## src/rtl/axi_mem_arbiter_pkg.sv

```systemverilog
// ---------------------------------------------------------------------------
// axi_mem_arbiter_pkg
// Shared encodings for the two-master AXI4 read/write arbiter:
//   - read FSM state encoding
//   - write FSM state encoding
//   - read grant encoding (which master owns the read channel)
//   - AXI INCR burst constant
// ---------------------------------------------------------------------------
package axi_mem_arbiter_pkg;

    typedef enum logic [1:0] {
        R_IDLE = 2'd0,
        R_AR   = 2'd1,
        R_DATA = 2'd2
    } rd_state_t;

    typedef enum logic [1:0] {
        W_IDLE = 2'd0,
        W_AW   = 2'd1,
        W_DATA = 2'd2,
        W_RESP = 2'd3
    } wr_state_t;

    localparam logic GNT_IFU = 1'b0;
    localparam logic GNT_LSU = 1'b1;

    localparam logic [1:0] INCR = 2'b01;

endpackage

```

## src/rtl/axi_arb_pick.sv

```systemverilog
// ---------------------------------------------------------------------------
// axi_arb_pick
// Combinational two-input winner selector for the read channel.
// Build option: AXI_ARB_RR_EN (round-robin on a tie using last_grant;
// otherwise the LSU always beats the IFU).
// Ports:
//   req0       in   IFU read request (m0_ar_valid)
//   req1       in   LSU read request (m1_ar_valid)
//   last_grant in   master that completed the previous read (RR build only)
//   winner     out  selected master, GNT_IFU / GNT_LSU
// ---------------------------------------------------------------------------
module axi_arb_pick
    import axi_mem_arbiter_pkg::*;
(
    input  logic req0,
    input  logic req1,
`ifdef AXI_ARB_RR_EN
    input  logic last_grant,
`endif
    output logic winner
);

    always_comb begin
        winner = GNT_IFU;
        if (req0 && req1) begin
`ifdef AXI_ARB_RR_EN
            // On a tie the master that did not go last gets the channel.
            winner = ~last_grant;
`else
            winner = GNT_LSU;
`endif
        end else if (req1) begin
            winner = GNT_LSU;
        end
    end

endmodule

```

## src/rtl/axi_mem_arbiter.sv

```systemverilog
// ---------------------------------------------------------------------------
// axi_mem_arbiter
// Two-master (IFU = m0, read-only; LSU = m1, read/write) to one-slave AXI4
// arbiter. Reads are arbitrated per transaction and the grant is held from the
// AR handshake until the last R beat. Writes come only from the LSU and are
// sequenced AW -> W -> B by an independent FSM, concurrent with reads.
// Build option: AXI_ARB_RR_EN selects round-robin read arbitration
// (default: fixed priority, LSU over IFU).
// Ports:
//   clock, reset                 clock, synchronous active-high reset
//   m0_ar_*, m0_r_*              IFU read address / read data channels
//   m1_ar_*, m1_r_*              LSU read address / read data channels
//   m1_aw_*, m1_w_*, m1_b_*      LSU write address / data / response
//   s_ar_*, s_r_*, s_aw_*,
//   s_w_*, s_b_*                 slave-side mirror of the above
// ---------------------------------------------------------------------------
module axi_mem_arbiter
    import axi_mem_arbiter_pkg::*;
#(
    parameter int ADDR_W = 64,
    parameter int DATA_W = 64
) (
    input  logic                clock,
    input  logic                reset,
    // IFU read
    input  logic                m0_ar_valid,
    output logic                m0_ar_ready,
    input  logic [ADDR_W-1:0]   m0_ar_addr,
    input  logic [7:0]          m0_ar_len,
    input  logic [2:0]          m0_ar_size,
    input  logic [1:0]          m0_ar_burst,
    output logic                m0_r_valid,
    input  logic                m0_r_ready,
    output logic [DATA_W-1:0]   m0_r_data,
    output logic                m0_r_last,
    // LSU read
    input  logic                m1_ar_valid,
    output logic                m1_ar_ready,
    input  logic [ADDR_W-1:0]   m1_ar_addr,
    input  logic [7:0]          m1_ar_len,
    input  logic [2:0]          m1_ar_size,
    input  logic [1:0]          m1_ar_burst,
    output logic                m1_r_valid,
    input  logic                m1_r_ready,
    output logic [DATA_W-1:0]   m1_r_data,
    output logic                m1_r_last,
    // LSU write
    input  logic                m1_aw_valid,
    output logic                m1_aw_ready,
    input  logic [ADDR_W-1:0]   m1_aw_addr,
    input  logic [7:0]          m1_aw_len,
    input  logic [2:0]          m1_aw_size,
    input  logic [1:0]          m1_aw_burst,
    input  logic                m1_w_valid,
    output logic                m1_w_ready,
    input  logic [DATA_W-1:0]   m1_w_data,
    input  logic [DATA_W/8-1:0] m1_w_strb,
    input  logic                m1_w_last,
    output logic                m1_b_valid,
    input  logic                m1_b_ready,
    // Slave read
    output logic                s_ar_valid,
    input  logic                s_ar_ready,
    output logic [ADDR_W-1:0]   s_ar_addr,
    output logic [7:0]          s_ar_len,
    output logic [2:0]          s_ar_size,
    output logic [1:0]          s_ar_burst,
    input  logic                s_r_valid,
    output logic                s_r_ready,
    input  logic [DATA_W-1:0]   s_r_data,
    input  logic                s_r_last,
    // Slave write
    output logic                s_aw_valid,
    input  logic                s_aw_ready,
    output logic [ADDR_W-1:0]   s_aw_addr,
    output logic [7:0]          s_aw_len,
    output logic [2:0]          s_aw_size,
    output logic [1:0]          s_aw_burst,
    output logic                s_w_valid,
    input  logic                s_w_ready,
    output logic [DATA_W-1:0]   s_w_data,
    output logic [DATA_W/8-1:0] s_w_strb,
    output logic                s_w_last,
    input  logic                s_b_valid,
    output logic                s_b_ready
);

    rd_state_t r_state_q, r_state_d;
    wr_state_t w_state_q, w_state_d;
    logic      grant_q, grant_d;
    logic      pick_winner;

`ifdef AXI_ARB_RR_EN
    logic last_grant_q;
`endif

    axi_arb_pick u_pick (
        .req0       (m0_ar_valid),
        .req1       (m1_ar_valid),
`ifdef AXI_ARB_RR_EN
        .last_grant (last_grant_q),
`endif
        .winner     (pick_winner)
    );

    // AR payload follows the registered grant, so there is no path from a
    // master's valid to any ready within the same cycle.
    assign s_ar_addr  = (grant_q == GNT_LSU) ? m1_ar_addr  : m0_ar_addr;
    assign s_ar_len   = (grant_q == GNT_LSU) ? m1_ar_len   : m0_ar_len;
    assign s_ar_size  = (grant_q == GNT_LSU) ? m1_ar_size  : m0_ar_size;
    assign s_ar_burst = (grant_q == GNT_LSU) ? m1_ar_burst : m0_ar_burst;

    assign m0_r_data = s_r_data;
    assign m1_r_data = s_r_data;

    assign s_aw_addr  = m1_aw_addr;
    assign s_aw_len   = m1_aw_len;
    assign s_aw_size  = m1_aw_size;
    assign s_aw_burst = m1_aw_burst;
    assign s_w_data   = m1_w_data;
    assign s_w_strb   = m1_w_strb;
    assign s_w_last   = m1_w_last;

    // ---- read FSM state register ----
    always_ff @(posedge clock) begin
        if (reset) begin
            r_state_q <= R_IDLE;
            grant_q   <= GNT_IFU;
        end else begin
            r_state_q <= r_state_d;
            grant_q   <= grant_d;
        end
    end

`ifdef AXI_ARB_RR_EN
    always_ff @(posedge clock) begin
        if (reset) begin
            last_grant_q <= GNT_IFU;
        end else if (r_state_q == R_DATA && s_r_valid && s_r_ready && s_r_last) begin
            last_grant_q <= grant_q;
        end
    end
`endif

    // ---- read FSM next state / outputs ----
    always_comb begin
        r_state_d   = r_state_q;
        grant_d     = grant_q;
        s_ar_valid  = 1'b0;
        m0_ar_ready = 1'b0;
        m1_ar_ready = 1'b0;
        s_r_ready   = 1'b0;
        m0_r_valid  = 1'b0;
        m1_r_valid  = 1'b0;
        m0_r_last   = 1'b0;
        m1_r_last   = 1'b0;
        case (r_state_q)
            R_IDLE: begin
                if (m0_ar_valid || m1_ar_valid) begin
                    grant_d   = pick_winner;
                    r_state_d = R_AR;
                end
            end
            R_AR: begin
                if (grant_q == GNT_LSU) begin
                    s_ar_valid  = m1_ar_valid;
                    m1_ar_ready = s_ar_ready;
                end else begin
                    s_ar_valid  = m0_ar_valid;
                    m0_ar_ready = s_ar_ready;
                end
                if (s_ar_valid && s_ar_ready) begin
                    r_state_d = R_DATA;
                end
            end
            R_DATA: begin
                if (grant_q == GNT_LSU) begin
                    m1_r_valid = s_r_valid;
                    m1_r_last  = s_r_last;
                    s_r_ready  = m1_r_ready;
                end else begin
                    m0_r_valid = s_r_valid;
                    m0_r_last  = s_r_last;
                    s_r_ready  = m0_r_ready;
                end
                if (s_r_valid && s_r_ready && s_r_last) begin
                    r_state_d = R_IDLE;
                end
            end
            default: r_state_d = R_IDLE;
        endcase
    end

    // ---- write FSM state register ----
    always_ff @(posedge clock) begin
        if (reset) begin
            w_state_q <= W_IDLE;
        end else begin
            w_state_q <= w_state_d;
        end
    end

    // ---- write FSM next state / outputs ----
    always_comb begin
        w_state_d   = w_state_q;
        s_aw_valid  = 1'b0;
        m1_aw_ready = 1'b0;
        s_w_valid   = 1'b0;
        m1_w_ready  = 1'b0;
        m1_b_valid  = 1'b0;
        s_b_ready   = 1'b0;
        case (w_state_q)
            W_IDLE: begin
                if (m1_aw_valid) begin
                    w_state_d = W_AW;
                end
            end
            W_AW: begin
                s_aw_valid  = m1_aw_valid;
                m1_aw_ready = s_aw_ready;
                if (m1_aw_valid && s_aw_ready) begin
                    w_state_d = W_DATA;
                end
            end
            W_DATA: begin
                s_w_valid  = m1_w_valid;
                m1_w_ready = s_w_ready;
                if (m1_w_valid && s_w_ready && m1_w_last) begin
                    w_state_d = W_RESP;
                end
            end
            W_RESP: begin
                m1_b_valid = s_b_valid;
                s_b_ready  = m1_b_ready;
                if (s_b_valid && m1_b_ready) begin
                    w_state_d = W_IDLE;
                end
            end
            default: w_state_d = W_IDLE;
        endcase
    end

endmodule

```

## config.mk

```make
export PLATFORM = sky130hd
export DESIGN_NAME = axi_mem_arbiter
export DESIGN_NICKNAME = d
export VERILOG_FILES = /design/src/rtl/axi_mem_arbiter_pkg.sv /design/src/rtl/axi_arb_pick.sv /design/src/rtl/axi_mem_arbiter.sv
export SDC_FILE = /design/constraint.sdc
export NUM_CORES = 1
export LEC_CHECK = 0
export ABC_AREA = 1
export ABC_CLOCK_PERIOD_IN_PS = 1160
export CORE_AREA = 8 8 284 286
export DETAILED_ROUTE_END_ITERATION = 10
export DIE_AREA = 0 0 292 294
export SYNTH_ARGS = -nofsm -noshare
export SYNTH_HDL_FRONTEND = slang
export SYNTH_SLANG_ARGS = --single-unit
```

## constraint.sdc

```tcl
create_clock -name clock -period 1.16 [get_ports clock]
set_clock_uncertainty 0.15 [all_clocks]
set_input_delay 0.29 -clock clock [delete_from_list [all_inputs] [get_ports clock]]
set_output_delay 0.29 -clock clock [all_outputs]
set_load 0.01 [all_outputs]
```

==> flow_summary.toml, run 1 <==
[setup_path]
max_stage_delay_ns = 0.35
cp_max_fo = 5
crit_required_ns = 0.72
worstPathCellList = "buf_12 > inv_16 > buf_12 > buf_6 > nand2_4 > a21oi_4 > buf_6"
timing.critical_path.to_type = "output port"
rr_worst_depth = 11
timing.rr.end = "r_state_q[1]"
arrival_time_of_data_at_the_critical_path_endpoint_ns = 1.48
cp.buffers_inverters = 5
worst_setup_path_start_kind = "flip-flop"
crit_type = "flip-flop to output port"
critical-path-slowest-cell = "sky130_fd_sc_hd__dfxtp_4"
critical_path.reg2reg.startpoint = "grant_q"
setup.reg_to_reg.worst_slack_ns = -0.52
worst_path_dominant_cell_family = "buffers and inverters"

[pwr]
vdd.ir_drop.worst_v = 0.0005207
power_frac_comb = 0.863
switching_share_of_power = 0.4247
power.leakage_nw = 3.130
cellInternalPower_mw = 3.604
power_frac_seq = 0.045
clock_power_share = 0.092
power_density_nw_per_um2 = 825.5
net-switching-power_mw = 2.660
total_power_mw = 6.264

[sta]
grt_setup_unrepaired = "yes"
worst-slew-pin-transition_ns = 0.2388
timing_max_transition_violations_final = 0
final_hold_viol_count = 0
layout_min_cycle_time_ns = 1.922
final_min_period_over_clock_period = 1.657
fmaxAchievable_mhz = 520.2
report.final.setup_viol = 96
timing.max_slew.rel_slack = 0.8404
final_critical_path_setup_slack_ns = -0.7622
totalNegativeSetupSlack_ns = -59.65

[detailed_routing]
dr_total_vias = 3955
vias_per_cell = 2.393
antenna_left = 0
detail_route.drc_violations = 0
drt_iter0_drc = 95
drt_first_pass_iters = 4
detail_route.wirelength_um = 44470
detail_route.wl_per_cell_um = 26.90

[place]
dp_hpwl_um = 38300
routabilityCongestion = 0.8849
post-place-ws_ns = -0.9920
port_buffers = 261
dp_cells = 1596
placed_cell_areas_um2 = 5668

[layout]
final_cell_area_excluding_filler_cells_um2 = 7587
layout.cells.non_filler = 1653
multi_input_area_um2 = 2126
register_area_um2 = 113.9
leading_cell_type_in_the_layout_fill_and_taps_excluded = "sky130_fd_sc_hd__clkdlybuf4s50_1"
antenna_cells = 0
area_delta_synth_final_pct = 116.8
drive_above_1_share = 0.5925
finish.net_count = 1053
layout_common_cells = "161 x sky130_fd_sc_hd__clkdlybuf4s50_1, 103 x sky130_fd_sc_hd__nand2_2, 93 x sky130_fd_sc_hd__buf_6, 84 x sky130_fd_sc_hd__nand2_1, 71 x sky130_fd_sc_hd__nand2_4"
filler_cell_count = 8838

[run_status]
outcome = "finished, violations left"
failing_checks = "setup timing"

[logic_synthesis]
netlist.top_cell.by_area = "sky130_fd_sc_hd__buf_4"
post_synth_inst_count = 613
flop_and_latch_count_out_of_synthesis = 5
synth_area_per_cell_um2 = 5.709
synth.area.top_cells = "sky130_fd_sc_hd__buf_4 60%, sky130_fd_sc_hd__nand2_1 28%, sky130_fd_sc_hd__dfxtp_1 2.9%"
sequential_to_total_area_share_from_yosys_stat = 0.02860
syn-cell-area_um2 = 3500
synthDistinctLibCells = 14
synth_nets = 1000
ys_warn_count = 0
yosysTopAreaCellShare = 0.5985

[clocking]
cts_max_path_buffers = 2
ctsHoldBuffers = 0
cts_buffers = 3
clk_latency_ns = 0.23
root_buffer = "sky130_fd_sc_hd__clkbuf_16"
cts_tree = "built"
clkSlewWorstSetupHoldPaths_ns = 0.03
h_tree_depth_reported_by_cts = 1
clock-sinks = 5

[worst_hold_path]
holdPathStages = 0
hold_path_end = "s_aw_len[1]"
hold_path.startpoint = "m1_aw_len[1]"
timing.hold.worst.class = "input pin to output port"

[floorplanning]
total_core_area_um2 = 76450
num_io_pins = 752
die-height_um = 294
dieWidth_um = 292
die_area_um2 = 85850
rows = 102
initial_utilization = 0.04578

[global_route]
grtUsageTotal = 0.09589
maximum_number_of_pins_on_one_net_before_global_route_repair = 19
gr-total-overflow = 0
antenna_violations_before_repair = 1
number_of_global_route_vias_before_repair = 4429
grt_pass1_wl_um = 52120

[flow_run]
maxcap_violations = 0
==> power by group through the flow <==
| stage | sequential (mW) | combinational, mW | clock (mW) |
|---|---|---|---|
| 4_1_cts | 0.287 | 4.85 | 0.582 |
| 5_1_grt | 0.289 | 5.81 | 0.612 |
| 2_1_floorplan | 0.267 | 2.24 | 0 |
| 6_report | 0.282 | 5.40 | 0.579 |
| 3_5_place_dp | 0.301 | 3.49 | 0 |
| 3_3_place_gp | 0.297 | 3.49 | 0 |
==> per-layer routing <==
metal  up-vias  track usage  routed length [um]
met4         4      0.01281                 827
met2       613       0.1672               21320
met5         -      0.01304                 154
li1       1651            -                   -
met1      1629      0.05939                9673
met3        58       0.1259               12490
==> synthesized netlist by cell type <==
master                     instances
sky130_fd_sc_hd__clkbuf_1          7
sky130_fd_sc_hd__nand2_1         257
sky130_fd_sc_hd__inv_2             1
sky130_fd_sc_hd__a21oi_1           5
sky130_fd_sc_hd__dfxtp_1           5
sky130_fd_sc_hd__nand3_1           4
sky130_fd_sc_hd__nand2_2           1
sky130_fd_sc_hd__buf_2             9
sky130_fd_sc_hd__buf_4           279
sky130_fd_sc_hd__inv_1            21
sky130_fd_sc_hd__ha_1              4
sky130_fd_sc_hd__nor3_1            6
sky130_fd_sc_hd__o21ai_0           2
sky130_fd_sc_hd__nor2_1           12
==> per-stage QoR <==
stage | util | hold WS (ns)
final | 0.09925 | 0.4300
after detailed placement | 0.07414 | 0.3678
after CTS | 0.09022 | 0.4301
after floorplan | - | 0.2017
after global placement | 0.07414 | 0.3443
after global routing | 0.09925 | 0.4300
==> worst reg2reg max path, cell delays in order, from the launching register on <==
cell                      delay, ns
sky130_fd_sc_hd__dfxtp_4       0.35
sky130_fd_sc_hd__buf_12        0.15
sky130_fd_sc_hd__inv_16        0.09
sky130_fd_sc_hd__buf_12        0.12
sky130_fd_sc_hd__buf_6         0.10
sky130_fd_sc_hd__nand2_4       0.05
sky130_fd_sc_hd__buf_6         0.12
sky130_fd_sc_hd__nand2_4       0.06
sky130_fd_sc_hd__nand3_2       0.07
sky130_fd_sc_hd__buf_6         0.15
sky130_fd_sc_hd__a21oi_2       0.13
sky130_fd_sc_hd__nor2_1        0.04
==> what timing repair did <==
item / CTS / global route
pin swaps: 34 / 39
endpoints found under the setup margin: 97 / 96
buffers inserted: 34 / 12
gates resized for setup: 528 / 171
cloned: 11 / 1
==> sequential cells by signal, indices dropped and copies added, names as in the netlist <==
| signal | flops |
|---|---|
| grant_q | 1 |
| r_state_q | 2 |
| w_state_q | 2 |
==> kinds of logic after synthesis <==
| logic type | count (synthesis) | synth area share |
|---|---|---|
| flip-flops | 5 | 0.02860 |
| adder cells (fa/ha/maj) | 4 | 0.01430 |
| AO/OA/AOI/OAI | 7 | 0.01001 |
| buffers and inverters | 317 | 0.6425 |
| AND/OR/NAND/NOR | 280 | 0.3046 |
==> worst max-delay path by stage <==
stage,startpoint,end,depth (start not counted)
3_5_place_dp,m0_r_ready,s_r_ready,4
3_3_place_gp,m0_r_ready,s_r_ready,4
2_1_floorplan,grant_q,m0_r_last,3
4_1_cts,grant_q,s_ar_addr[11],8
5_1_grt,grant_q,s_ar_addr[59],8
6_report,grant_q,s_r_ready,7
==> layout make-up <==
class / count / area share
timing repair buffer: 343 / 0.5173
multi-input combinational: 291 / 0.2802
inverter: 22 / 0.01402
clock buffer: 3 / 0.009894
tap: 988 / 0.1629
sequential: 5 / 0.01501
clock inverter: 1 / 0.0006596
Note: power is estimated with default switching activity, not from simulation.
==> run 2: changes to the inputs <==
--- a/config.mk
+++ b/config.mk
@@ -10,6 +10,7 @@
 export CORE_AREA = 8 8 284 286
 export DETAILED_ROUTE_END_ITERATION = 10
 export DIE_AREA = 0 0 292 294
+export RECOVER_POWER = 25
 export SYNTH_ARGS = -nofsm -noshare
 export SYNTH_HDL_FRONTEND = slang
 export SYNTH_SLANG_ARGS = --single-unit
==> results of run 2 <==
No change in the layout: final DEF, timing and power equal those of run 1.
==> run 3: changes to the inputs <==
==> constraint.sdc (replaced) <==
create_clock -name clock -period 1.16 [get_ports clock]
set_clock_uncertainty 0.15 [all_clocks]
set_input_delay 0.116 -clock clock [delete_from_list [all_inputs] [get_ports clock]]
set_output_delay 0.116 -clock clock [all_outputs]
set_load 0.01 [all_outputs]
==> flow_summary.toml, run 3 (synthesis results as in run 1) <==
[clocking]
clk_latency_ns = 0.23
cts_buffers = 3
clock-sinks = 5
clkSlewWorstSetupHoldPaths_ns = 0.03
cts_tree = "built"
cts_max_path_buffers = 2
ctsHoldBuffers = 0
root_buffer = "sky130_fd_sc_hd__clkbuf_16"
h_tree_depth_reported_by_cts = 1

[pwr]
vdd.ir_drop.worst_v = 0.0003190
power.leakage_nw = 2.976
power_density_nw_per_um2 = 831.6
total_power_mw = 5.948

[sta]
report.final.setup_viol = 96
final_critical_path_setup_slack_ns = -0.5268
timing.max_slew.rel_slack = 0.7954
final_hold_viol_count = 0
timing_max_transition_violations_final = 0
worst-slew-pin-transition_ns = 0.3037
totalNegativeSetupSlack_ns = -39.60
final_min_period_over_clock_period = 1.454
fmaxAchievable_mhz = 592.8
grt_setup_unrepaired = "yes"
layout_min_cycle_time_ns = 1.687

[layout]
layout.cells.non_filler = 1628
final_cell_area_excluding_filler_cells_um2 = 7153
layout_common_cells = "169 x sky130_fd_sc_hd__clkdlybuf4s50_1, 106 x sky130_fd_sc_hd__nand2_2, 100 x sky130_fd_sc_hd__nand2_1, 52 x sky130_fd_sc_hd__nand2_4, 50 x sky130_fd_sc_hd__buf_6"
leading_cell_type_in_the_layout_fill_and_taps_excluded = "sky130_fd_sc_hd__clkdlybuf4s50_1"
post-route-util = 0.09357
drive_above_1_share = 0.5338
finish.net_count = 1025
area_delta_synth_final_pct = 104.4
registers_with_the_most_flip_flops = "r_state_q x2, w_state_q x2, grant_q x1"

[detailed_routing]
antenna_left = 0
maxUsedRoutingLayer = "met5"
route.met3.wl_um = 15520
detail_route.drc_violations = 0
route.layer.met1.wl_um = 11870
vias_per_cell = 2.365
detail_route.wirelength_um = 47860
detail_route.wl_per_cell_um = 29.40
dr_total_vias = 3851
drt_iter0_drc = 83
drt_first_pass_iters = 4
met2WireLength_um = 19090

[global_route]
antenna_violations_before_repair = 15
grt_pass1_wl_um = 55660
gr-total-overflow = 0
maximum_number_of_pins_on_one_net_before_global_route_repair = 19
number_of_global_route_vias_before_repair = 4244
grtUsageTotal = 0.1036

[setup_path]
timing.critical_path.to_type = "output port"
max_stage_delay_ns = 0.34
startpoint = "grant_q"
worst_setup_path_start_kind = "flip-flop"
critical-path-slowest-cell = "sky130_fd_sc_hd__dfxtp_4"
critical_path.reg2reg.startpoint = "grant_q"
worstPathCellList = "buf_12 > clkinv_16 > buf_12 > clkbuf_16 > nand2_4 > nand2_4 > buf_12"
worst_path_most_repeated_cell = "sky130_fd_sc_hd__buf_12"
crit_required_ns = 0.89
arrival_time_of_data_at_the_critical_path_endpoint_ns = 1.42
cp.buffers_inverters = 5
cp_max_fo = 7
crit_type = "flip-flop to output port"
worst_path_dominant_cell_family = "buffers and inverters"

[floorplanning]
dieWidth_um = 292
total_core_area_um2 = 76450
rows = 102
num_io_pins = 752
initial_utilization = 0.04578
die_area_um2 = 85850
die-height_um = 294

[run_status]
outcome = "finished, violations left"
failing_checks = "setup timing"

[worst_hold_path]
hold_path.startpoint = "s_r_data[41]"
timing.hold.worst.class = "input pin to output port"

[place]
routabilityCongestion = 0.7536
dp_hpwl_um = 43130
port_buffers = 261
placed_cell_areas_um2 = 5774
dp_cells = 1593

[flow_run]
maxcap_violations = 0
run 3: changes by cell type in the layout (fill, tap and decap cells not counted), sizes merged:
cell | previous run | this run
buf | 173 | 143
bufbuf | 0 | 1
clkdlybuf4s50 | 161 | 169
dlygate4sd2 | 7 | 0
clkbuf | 4 | 6
clkdlybuf4s15 | 1 | 0
inv | 22 | 21
diode | 0 | 3
run 3: final timing paths:
check	endpoint	slack [ns]	cells past startpoint
max	s_ar_addr[46]	-0.53	7
min	m0_r_data[41]	0.08	0
max reg2reg	r_state_q[1]	-0.24	8
min reg2reg	grant_q	0.43	3
run 3: area by class of cell:
type,instances,area (um2)
fill,8890,69290
inverter,22,116.4
timing repair buffer,315,3633
sequential,5,111.4
multi-input combinational,291,1969
tap,988,1236
clock buffer,4,78.83
antenna,3,7.507
run 3: worst reg2reg max path, cell delays in order (launching register included):
cell and delay, ns:
sky130_fd_sc_hd__dfxtp_4 0.34, sky130_fd_sc_hd__buf_12 0.14, sky130_fd_sc_hd__clkinv_16 0.08, sky130_fd_sc_hd__buf_12 0.16, sky130_fd_sc_hd__nand2_4 0.08, sky130_fd_sc_hd__nand2_2 0.07, sky130_fd_sc_hd__nand3_4 0.09, sky130_fd_sc_hd__a21oi_2 0.13
sky130_fd_sc_hd__nor2_1 0.04
run 3: metrics by stage:
step	setup slack (ns)	hold slack [ns]
2_1_floorplan	-0.05602	0.03507
3_3_place_gp	-0.6932	0.08207
3_5_place_dp	-0.6472	0.08207
4_1_cts	-0.5768	0.08207
5_1_grt	-0.5775	0.08202
6_report	-0.5268	0.08201
run 3: routing by layer:
layer	up-vias	track usage
met3	113	0.1590
met4	16	0.02260
li1	1598	-
met1	1551	0.07375
met5	-	0
met2	573	0.1485
run 3: what timing repair did:
action                     CTS  global route
setup endpoints to repair   96            96
pin swaps                   29            30
hold endpoints to repair     0             0
gates resized for setup    411           156
gates cloned                 6             3
buffers inserted            17             6
run 3: report_power, final:
group | internal [mW] | switching [mW] | leakage (nW)
combinational | 2.65 | 2.47 | 2.89
clock | 0.455 | 0.110 | 0.0382
sequential | 0.230 | 0.0362 | 0.0433
